`config.mk`:
```
export PLATFORM = sky130hd
export DESIGN_NAME = wb_stage
export DESIGN_NICKNAME = d
export VERILOG_FILES = /design/src/rtl/wb_stage.sv
export SDC_FILE = /design/constraint.sdc
export NUM_CORES = 1
export LEC_CHECK = 0
export ABC_CLOCK_PERIOD_IN_PS = 2570
export BUFFER_PORTS_ARGS = -buffer_cell sky130_fd_sc_hd__clkbuf_2
export CORE_ASPECT_RATIO = 1.2
export CORE_MARGIN = 4
export CORE_UTILIZATION = 50
export CTS_CLUSTER_SIZE = 14
export DETAILED_ROUTE_END_ITERATION = 16
export PLACE_DENSITY = 0.78
export SYNTH_ARGS = -nofsm -noshare
export SYNTH_HDL_FRONTEND = slang
export SYNTH_SLANG_ARGS = --single-unit
```
`constraint.sdc`:
```
create_clock -name clk -period 2.57 [get_ports clk]
set_clock_uncertainty 0.05 [all_clocks]
set_input_delay 0.514 -clock clk [delete_from_list [all_inputs] [get_ports clk]]
set_output_delay 0.514 -clock clk [all_outputs]
set_load 0.03 [all_outputs]
```
`src/rtl/wb_stage.sv`:
```
// wb_stage: RV32I writeback stage (MEM/WB register, load extension, result select, regfile write port); WB_RETIRE_CNT_EN adds a 64-bit instret counter
module wb_stage #(
  parameter int ADDRESS_WIDTH = 5,
  parameter int DATA_WIDTH = 32
) (
  input  logic                     clk,
  input  logic                     rst,
  input  logic                     stall,
  input  logic                     flush,
  input  logic                     valid_m,
  input  logic                     regwrite_m,
  input  logic [ADDRESS_WIDTH-1:0] rd_m,
  input  logic [1:0]               resultsrc_m,
  input  logic [2:0]               funct3_m,
  input  logic [DATA_WIDTH-1:0]    aluresult_m,
  input  logic [DATA_WIDTH-1:0]    readdata_m,
  input  logic [DATA_WIDTH-1:0]    pcplus4_m,
  output logic [ADDRESS_WIDTH-1:0] ad3,
  output logic                     we3,
  output logic [DATA_WIDTH-1:0]    wd3,
  output logic                     valid_w,
`ifdef WB_RETIRE_CNT_EN
  output logic [63:0]              instret,
`endif
  output logic [ADDRESS_WIDTH-1:0] rd_w
);
  logic                  regwrite_w;
  logic [1:0]            resultsrc_w;
  logic [2:0]            funct3_w;
  logic [DATA_WIDTH-1:0] aluresult_w;
  logic [DATA_WIDTH-1:0] readdata_w;
  logic [DATA_WIDTH-1:0] pcplus4_w;
  logic [7:0]            load_byte;
  logic [15:0]           load_half;
  logic [DATA_WIDTH-1:0] load_data;
  always_ff @(posedge clk) begin
    if (rst) begin
      valid_w     <= 1'b0;
      regwrite_w  <= 1'b0;
      rd_w        <= '0;
      resultsrc_w <= '0;
      funct3_w    <= '0;
      aluresult_w <= '0;
      readdata_w  <= '0;
      pcplus4_w   <= '0;
    end else if (flush) begin
      valid_w    <= 1'b0;
      regwrite_w <= 1'b0;
    end else if (!stall) begin
      valid_w     <= valid_m;
      regwrite_w  <= regwrite_m;
      rd_w        <= rd_m;
      resultsrc_w <= resultsrc_m;
      funct3_w    <= funct3_m;
      aluresult_w <= aluresult_m;
      readdata_w  <= readdata_m;
      pcplus4_w   <= pcplus4_m;
    end
  end
  // Halfword lane uses only address bit 1; misaligned halves read the aligned half.
  always_comb begin
    load_byte = readdata_w[{aluresult_w[1:0], 3'b000} +: 8];
    load_half = readdata_w[{aluresult_w[1], 4'b0000} +: 16];
    load_data = funct3_w == 3'b000 ? {{(DATA_WIDTH-8){load_byte[7]}}, load_byte} :
                funct3_w == 3'b001 ? {{(DATA_WIDTH-16){load_half[15]}}, load_half} :
                funct3_w == 3'b100 ? {{(DATA_WIDTH-8){1'b0}}, load_byte} :
                funct3_w == 3'b101 ? {{(DATA_WIDTH-16){1'b0}}, load_half} :
                readdata_w;
    wd3 = resultsrc_w == 2'b01 ? load_data :
          resultsrc_w == 2'b10 ? pcplus4_w :
          aluresult_w;
  end
  assign ad3 = rd_w;
  assign we3 = valid_w & regwrite_w & (rd_w != '0);
`ifdef WB_RETIRE_CNT_EN
  logic [63:0] instret_q;
  // A stalled instruction sits in W for several edges but retires only on the releasing one.
  always_ff @(posedge clk) begin
    if (rst) instret_q <= '0;
    else if (valid_w && !stall) instret_q <= instret_q + 64'd1;
  end
  assign instret = instret_q;
`endif
endmodule

```
==> results_dict.tcl <==
set metrics [dict create \
    overflow 0 \
    synth_edf_count 0 \
    numCtsBuffers 9 \
    ys_types 40 \
    final-hold-violation-count 0 \
    max-vdd-ir-drop_uv 306.8 \
    drt_wl_total_microns 15410 \
    power.static_leakage_nw 2.569 \
    drc_errors 0 \
    outcome "finished, final reports clean" \
    first_global_vias 5113 \
    tritoncts "built" \
    design.core.area_sq_um 10060 \
    gp_congestion 0.9688 \
    crit_path_max_fanout 7 \
    ys_seq_elements 108 \
    async_flop_share_pct 0 \
    grt_max_degree 67 \
    die_w_microns 100.6 \
    r2r_slack_ns 1.56 \
    max-cap-violations 0 \
    slew_viol_final 0 \
    holdWs_ns 0.3374 \
    synthToLayoutAreaGrowth_pct 24.53 \
    synth_top_cell_area_share_pct 42.01 \
    powerDensity_nw_per_um2 593.9 \
    finalCriticalPeriod_ns 2.539 \
    crit_type "flip-flop to output pin" \
    cp-startpoint "aluresult_w[1]" \
    path_clk_slew_ns 0.07 \
    cp.arrival_ns 1.98 \
    vias 5264 \
    rr_startpoint "resultsrc_w[0]" \
    synthesis.area_sq_um 5146 \
    yosys_warnings 0 \
    place_area_sq_um 5956 \
    place_inst 917 \
    htreeDepth 3 \
    clk_latency_ns 0.34 \
    startpoint_type "flip-flop" \
    track_usage_pct 25.24 \
    syn_nets 793 \
    fin_total_pwr_mw 3.806 \
    fin_util_pct 63.71 \
    timing.final.crit_share_pct 98.80 \
    io_buffer_count 155 \
    rows 40 \
    postRouteAntennaNets 0 \
    vias_per_cell 5.648 \
    grt_antenna_before_repair 0 \
    n_antenna_cell 0 \
    fin_nets 914 \
    fin_cells 932 \
    crit_path_end "wd3[13]" \
    cp.required_ns 2.01 \
    start_util_pct 51.16 \
    drive_gt1_share_pct 28.78 \
    die_area_sq_um 11990 \
    tightest_slew_ns 0.6607 \
    hp-class "primary input to flip-flop" \
    chipHeight_microns 119.1 \
    slew_headroom_pct 55.96 \
    numClockSinks 108 \
    first_iter_violations 339 \
    postCtsHoldBufs 0 \
    ys_top_cells_by_area "dfxtp_1, nand2_1, a21oi_1, mux2i_1, a221oi_1" \
    cts_buffer_depth 2 \
    cts_root_buf "clkbuf_16" \
    ys_seq_area_share_pct 42.01 \
    synth_flop_cell "dfxtp_1" \
    fin_area_sq_um 6409 \
    reg2reg_to "resultsrc_w[0]" \
    detail_route.wl_per_cell_microns 16.54 \
    grt_pass1_wl_microns 24420 \
    setup_viol 0 \
    synth_cells 681 \
    rsz0062_at_grt "true" \
    synth_top_cell_by_area "dfxtp_1" \
    max_clock_freq_mhz 393.8 \
    pin_count 156 \
    place_hpwl_microns 11320 \
    drtPass1Iterations 5 \
    reg2reg_depth 3 \
    end_kind "output pin" \
    syn_area_per_cell_sq_um 7.557 \
]
==> where the power goes <==
group	internal, mW	switching [mW]	leakage, nW
Clock	0.658	0.604	0.129
Combinational	0.277	0.442	1.55
Sequential	1.75	0.0757	0.887
==> logic make-up after synthesis <==
group	after synthesis	synth area share (%)
buffers and inverters	67	6.151
DFF	108	42.01
muxes	38	7.416
AOI/OAI and AO/OA	186	22.64
and+or+nand+nor	282	21.78
==> metal layers <==
layer	global-route usage, %	vias to the layer above	wire length (microns)
met2	43.41	180	7768
met3	3.046	34	851
li1	-	2577	-
met4	9.183	0	386
met5	0	-	0
met1	32.03	2473	6405
==> flip-flops by register name (all words and copies together) (netlist names) <==
signal,cells
regwrite_w,1
readdata_w,32
ad3,5
aluresult_w,32
valid_w,1
resultsrc_w,2
funct3_w,3
pcplus4_w,32
==> cell type report <==
cell class	count	area, sq um
fillers	889	3651
multi-input cells	506	2801
flip-flops and latches	108	2176
repair buffers	174	987.2
clock buffers	10	229.0
well taps	126	157.7
clock inverters	5	38.79
inverters	3	18.77
==> Yosys cell counts (5+ instances only) <==
library cell / number
buf_4: 9
o22ai_1: 5
buf_2: 19
clkbuf_1: 33
nand2_1: 239
nor3_1: 13
o211ai_1: 11
dfxtp_1: 108
a211oi_1: 8
a22oi_1: 6
a21oi_1: 119
a221oi_1: 15
nor2_1: 15
mux2i_1: 37
a22o_1: 6
==> worst min-delay path by stage <==
stage               slack [ns]            end  cells after the start           from
finish                    0.34  readdata_w[5]                      3  readdata_m[5]
global route              0.34   pcplus4_w[3]                      3   pcplus4_m[3]
CTS                       0.33  pcplus4_w[31]                      3  pcplus4_m[31]
detailed placement        0.40   pcplus4_w[2]                      2   pcplus4_w[2]
global placement          0.39  pcplus4_w[16]                      2  pcplus4_w[16]
floorplan                 0.38   pcplus4_w[6]                      2   pcplus4_w[6]
==> layout by cell type (no fill, tap or decap), types with 2 or more instances in the layout <==
cell type and instances:
a211oi_1 6, a211oi_2 3, a21oi_1 119, a21oi_2 2, a221oi_1 5, a221oi_2 14
a22o_1 6, a22oi_1 6, buf_12 2, buf_2 6, buf_4 25, clkbuf_16 9
clkbuf_2 136, clkbuf_4 3, clkinv_4 2, clkinvlp_4 3, dfxtp_1 101, dfxtp_2 5
dfxtp_4 2, mux2i_1 34, mux2i_2 2, nand2_1 238, nor2_1 13, nor2b_2 2
nor3_1 13, nor4_1 2, o211ai_1 11, o22ai_1 5, or2_4 2
==> repair_timing <==
item	CTS	global route
pin swaps	0	3
buffers inserted	0	0
gates resized for setup	18	49
setup endpoints to repair	25	27
==> per-stage QoR <==
step           worst slack [ns]  setup TNS [ns]
3_3_place_gp             0.2889               0
4_1_cts                -0.03081        -0.08906
6_report                0.03083               0
5_1_grt                -0.05936         -0.2725
2_1_floorplan            0.1417               0
3_5_place_dp             0.2412               0
==> worst max-delay path, cell delays in order, from the launching register on <==
cell and delay (ns):
dfxtp_4 0.41, buf_4 0.16, clkinvlp_4 0.11, buf_4 0.17, a22o_1 0.24, a221oi_2 0.28
a211oi_1 0.08, buf_4 0.18
(Power assumes the default switching activity.)
